[src/rtl/linescanner_line_packer.sv]
// linescanner_line_packer: packs 4 pixels per word from lval-framed lines into a FWFT FIFO stream with line status
module linescanner_line_packer #(
  parameter int PIXELS_PER_LINE = 1024,
  parameter int FIFO_DEPTH = 16,
  parameter int LINE_CNT_W = 16
) (
  input  logic                          pixel_clock,
  input  logic                          n_reset,
  input  logic                          enable,
  input  logic                          lval,
  input  logic [7:0]                    pixel_data,
  output logic [31:0]                   m_data,
  output logic                          m_valid,
  input  logic                          m_ready,
  output logic                          m_last,
  output logic [LINE_CNT_W-1:0]         line_count,
  output logic                          line_err,
  output logic                          overflow,
  output logic [$clog2(FIFO_DEPTH):0]   fifo_level
);
  localparam int AW = $clog2(FIFO_DEPTH);
  localparam int CW = $clog2(PIXELS_PER_LINE + 1);
  localparam logic [1:0] IDLE = 2'd0, CAPTURE = 2'd1, FLUSH = 2'd2, DROP = 2'd3;
  localparam logic [CW-1:0] PPL = CW'(PIXELS_PER_LINE);
  localparam logic [CW-1:0] PPL_M1 = CW'(PIXELS_PER_LINE - 1);
  localparam logic [AW:0] DEPTH = (AW+1)'(FIFO_DEPTH);
  logic [1:0] state;
  logic lval_d;
  logic [CW-1:0] pix_cnt;
  logic [7:0] b0, b1, b2;
  logic [32:0] mem [FIFO_DEPTH];
  logic [AW-1:0] wr_ptr, rd_ptr;
  logic [1:0] lane;
  logic cap_wr, flush_wr, wr, rd, dropped, push;
  logic [32:0] wr_word;
  always_comb begin
    lane = pix_cnt[1:0];
    m_valid = |fifo_level;
    rd = m_valid & m_ready;
    cap_wr = (state == CAPTURE) & lval & (pix_cnt != PPL) & (lane == 2'd3);
    flush_wr = state == FLUSH;
    wr = cap_wr | flush_wr;
    dropped = wr & (fifo_level == DEPTH) & ~rd;
    push = wr & ~dropped;
    wr_word = flush_wr ? {1'b1, 8'd0, lane > 2'd2 ? b2 : 8'd0, lane > 2'd1 ? b1 : 8'd0, lane > 2'd0 ? b0 : 8'd0}
                       : {pix_cnt == PPL_M1, pixel_data, b2, b1, b0};
    m_data = m_valid ? mem[rd_ptr][31:0] : 32'd0;
    m_last = m_valid & mem[rd_ptr][32];
  end
  always_ff @(posedge pixel_clock)
    if (push) mem[wr_ptr] <= wr_word;
  always_ff @(posedge pixel_clock or negedge n_reset)
    if (!n_reset) begin
      wr_ptr <= '0;
      rd_ptr <= '0;
      fifo_level <= '0;
    end else begin
      wr_ptr <= wr_ptr + AW'(push);
      rd_ptr <= rd_ptr + AW'(rd);
      fifo_level <= fifo_level + (AW+1)'(push) - (AW+1)'(rd);
    end
  always_ff @(posedge pixel_clock or negedge n_reset)
    if (!n_reset) begin
      state <= IDLE;
      lval_d <= 1'b0;
      pix_cnt <= '0;
      b0 <= '0;
      b1 <= '0;
      b2 <= '0;
      line_count <= '0;
      line_err <= 1'b0;
      overflow <= 1'b0;
    end else begin
      lval_d <= lval;
      if (dropped) overflow <= 1'b1;
      case (state)
        IDLE:
          if (lval & enable & ~lval_d) begin
            state <= CAPTURE;
            b0 <= pixel_data;
            pix_cnt <= CW'(1);
            line_err <= 1'b0;
          end
        CAPTURE:
          if (!lval) begin
            state <= pix_cnt == PPL ? IDLE : FLUSH;
            if (pix_cnt == PPL) line_count <= line_count + 1'b1;
            else line_err <= 1'b1;
          end else if (pix_cnt == PPL) begin
            state <= DROP;
            line_err <= 1'b1;
          end else begin
            if (lane == 2'd0) b0 <= pixel_data;
            if (lane == 2'd1) b1 <= pixel_data;
            if (lane == 2'd2) b2 <= pixel_data;
            pix_cnt <= pix_cnt + 1'b1;
            if (dropped) state <= DROP;
          end
        FLUSH: begin
          state <= IDLE;
          line_count <= line_count + 1'b1;
        end
        default:
          if (!lval) begin
            state <= IDLE;
            line_count <= line_count + 1'b1;
          end
      endcase
    end
endmodule

[config.mk]
export PLATFORM = sky130hd
export DESIGN_NAME = linescanner_line_packer
export DESIGN_NICKNAME = d
export VERILOG_FILES = /design/src/rtl/linescanner_line_packer.sv
export SDC_FILE = /design/constraint.sdc
export NUM_CORES = 1
export LEC_CHECK = 0
export ABC_AREA = 0
export BUFFER_PORTS_ARGS = -buffer_cell sky130_fd_sc_hd__clkbuf_2
export CAP_MARGIN = 40
export CORE_MARGIN = 10
export CORE_UTILIZATION = 46
export CTS_CLUSTER_DIAMETER = 40
export DETAILED_ROUTE_END_ITERATION = 12
export GPL_TIMING_DRIVEN = 0
export SETUP_SLACK_MARGIN = 0.3
export SKIP_CTS_REPAIR_TIMING = 1
export SLEW_MARGIN = 10
export SYNTH_ARGS = -nofsm -noshare
export SYNTH_HDL_FRONTEND = slang
export SYNTH_SLANG_ARGS = --single-unit
[constraint.sdc]
create_clock -name pixel_clock -period 5.35 [get_ports pixel_clock]
set_input_delay 0.535 -clock pixel_clock [delete_from_list [all_inputs] [get_ports pixel_clock]]
set_output_delay 0.535 -clock pixel_clock [all_outputs]
set_load 0.05 [all_outputs]
==> results.json <==
{
  "hold_viol_final": 0,
  "die_area_um2": 60500,
  "overflow": 0,
  "synth.avg_cell_area_um2": 20.9,
  "synth.top_cell.area_share_pct": 67.5,
  "syn_area_um2": 23500,
  "worst-path-buf-inv": 4,
  "ys_warn_count": 0,
  "grt_max_degree": 44,
  "min_to": "lval_d",
  "drv_cap": 0,
  "clock_sinks": 597,
  "synth_area_leaders": "edfxtp_1 (68%), mux4_2 (13%), dfrtp_1 (7.4%)",
  "fp-row-count": 82,
  "die_w_um": 246,
  "ir_drop_mv": 0.385,
  "finClkSkew_ps": 22.2,
  "cts.htree.levels": 3,
  "grt_pass1_vias": 12332,
  "p_per_area_nw_per_um2": 582,
  "rr_endpoint": "mem[5][13]",
  "via_per_inst": 5.66,
  "register_area_um2": 17600,
  "final_nets": 1365,
  "cts_tree": "built",
  "crit_family": "buffers and inverters",
  "reg2reg_slack_ps": 1800,
  "cp_common_cell": "inv_1",
  "detail_route.first_pass.iterations": 5,
  "wirelength_mm": 54.1,
  "placeableCoreArea_um2": 50300,
  "grt_use_total_pct": 18.2,
  "drt_iter0_markers": 1067,
  "clk_latency_ps": 610,
  "relSlewSlack_pct": 33.1,
  "finalMaxSlewViolations": 0,
  "whs_path_depth": 1,
  "end_kind": "output pin",
  "worst_pin_slew_ps": 1000,
  "synth_edf_count": 528,
  "fin_crit_sh_pct": 84.2,
  "layout-drive-gt1-share_pct": 33.7,
  "dr_total_vias": 11731,
  "cts_buffer_depth": 3,
  "yosysMostFrequentCell": "edfxtp_1",
  "multi_input_area_um2": 5750,
  "gp_congestion": 0.745,
  "cp_cell_sequence": "inv_1, ha_1, or3b_2, nor2_1, inv_1, nand2_1, clkbuf_1, o22ai_1, clkbuf_2",
  "yosys.area.top_type": "edfxtp_1",
  "drc": 0,
  "cts_made_buffers": 79,
  "start_kind": "flop",
  "hold_path_class": "input port to flop",
  "critPathMaxFanout": 10,
  "grt_pass1_wl_mm": 80.9,
  "status": "finished clean",
  "ys.flop_type": "edfxtp_1",
  "die_h_um": 246,
  "worstRegToRegCells": 10,
  "antenna_found_initial": 0,
  "criticalPathCategory": "flop to output pin",
  "cp.required_ps": 4820,
  "timing.fmax_mhz": 222,
  "synth_nets": 1153,
  "start_util_pct": 46.7,
  "ant_nets": 0,
  "synth_cell_types": 51,
  "hpwl_mm": 34.6,
  "synth-seq-cells": 597,
  "ios": 70,
  "period_minus_slack_ps": 4500,
  "synth_common_cells": "edfxtp_1 (528), mux4_2 (132), dfrtp_1 (69), mux2i_1 (66), o22ai_1 (33)",
  "min_from": "lval",
  "async_flop_share_pct": 11.6,
  "path_clk_slew_ps": 50,
  "rsz0062_at_grt": "no",
  "port_buffers": 69,
  "post_drt_wl_per_cell_um": 26.1,
  "syn_to_final_growth_pct": 20.4,
  "p_leak_nw": 9.85,
  "syn_inst": 1124,
  "critPathMaxStageDelay_ps": 710,
  "antenna_cells": 0,
  "r2r_start": "pix_cnt[0]",
  "fin_setup_tns_ps": 0,
  "p_total_w": 0.0165,
  "crit_arrival_ps": 3970,
  "clockRootBuffer": "clkbuf_16",
  "seq_area_frac_synth_pct": 74.9,
  "layout.filler_cells": 3843,
  "worst_path_max_delay_cell": "clkbuf_1",
  "finalSetupViolCount": 0
}
-- placed cells by master (no fill, tap or decap), types with 15 or more instances in the layout --
cell type / Yosys / final
ha_1: 15 / 15
o22ai_1: 33 / 33
clkbuf_1: 27 / 40
buf_4: 0 / 26
nor2b_1: 18 / 18
mux4_2: 132 / 132
mux2_2: 25 / 25
clkbuf_16: 0 / 81
edfxtp_1: 528 / 528
and2_1: 17 / 17
mux2i_1: 66 / 66
clkbuf_2: 0 / 68
buf_2: 19 / 26
xnor2_1: 19 / 19
dfrtp_1: 69 / 69
-- routing by layer --
metal  vias up  GRT usage [%]  part of all wire [%]
met5         -              0                     0
met4         0           4.72                   1.8
met3        76           4.19                   6.5
met1      6234           25.7                    44
met2       361           28.2                    47
li1       5060              -                     -
-- worst max-delay path by stage --
| stage | from | end | slack (ps) | cells past startpoint |
|---|---|---|---|---|
| finish | fifo_level[3] | m_data[0] | 850 | 9 |
| global route | fifo_level[2] | m_data[0] | 650 | 9 |
| CTS | fifo_level[2] | m_data[27] | 730 | 9 |
| detailed placement | fifo_level[2] | m_data[27] | 1400 | 9 |
| global placement | pix_cnt[0] | mem[5][14] | -3550 | 7 |
| floorplan | pix_cnt[0] | mem[4][0] | 150 | 7 |
-- worst reg2reg max path, stage by stage, from the launching register on --
cell and delay (ps):
dfrtp_1 390, inv_1 100, ha_1 260, nor4b_4 170
a31oi_2 370, a21oi_1 230, nand2b_1 280, nor4_2 780
buf_4 300, buf_4 200, buf_4 180
-- registers in the layout, summed over array words and instances, names as in the netlist --
| name | cells |
|---|---|
| lval_d | 1 |
| mem | 528 |
| b1 | 8 |
| state | 2 |
| line_err | 1 |
| b0 | 8 |
| overflow | 1 |
| line_count | 16 |
| pix_cnt | 11 |
| fifo_level | 5 |
| wr_ptr | 4 |
| b2 | 8 |
| rd_ptr | 4 |
-- logic make-up after synthesis --
| family | count (synthesis) | share of synthesized area, % |
|---|---|---|
| AO/OA/AOI/OAI | 57 | 1.69 |
| XOR/XNOR | 30 | 1.15 |
| AND/OR/NAND/NOR | 137 | 3.59 |
| adder cells (fa/ha/maj) | 16 | 0.884 |
| buffers and inverters | 64 | 1.16 |
| flip-flops | 597 | 74.9 |
| multiplexers | 223 | 16.7 |
-- layout make-up --
cell class	instances	share of cell area [%]
clock buffer	99	7.58
sequential	597	62.2
multi-input combinational	463	20.3
tap	672	2.97
buffer	50	0.774
timing repair buffer	131	3.65
inverter	14	0.186
clock inverter	48	2.35
-- through the flow --
| stage | instance area [um^2] | std cells | hold slack, ps | util (%) | setup WS (ps) |
|---|---|---|---|---|---|
| finish | 28300 | 2074 | 206 | 56.3 | 845 |
| global route | 28300 | 2074 | 190 | 56.3 | 655 |
| CTS | 28200 | 2065 | -118 | 56.1 | 730 |
| detailed placement | 25400 | 1918 | 466 | 50.5 | 1400 |
| global placement | 24700 | 1865 | 460 | 49.1 | -3550 |
| floorplan | 23500 | 1124 | 239 | - | 153 |
-- power by group --
part	leakage, nW	internal (W)	switching [W]
Clock	1.34	0.00347	0.00203
Sequential	5.67	0.00564	0.000139
Combinational	2.84	0.00183	0.00335
No activity file was read; power rests on OpenSTA's default activity.
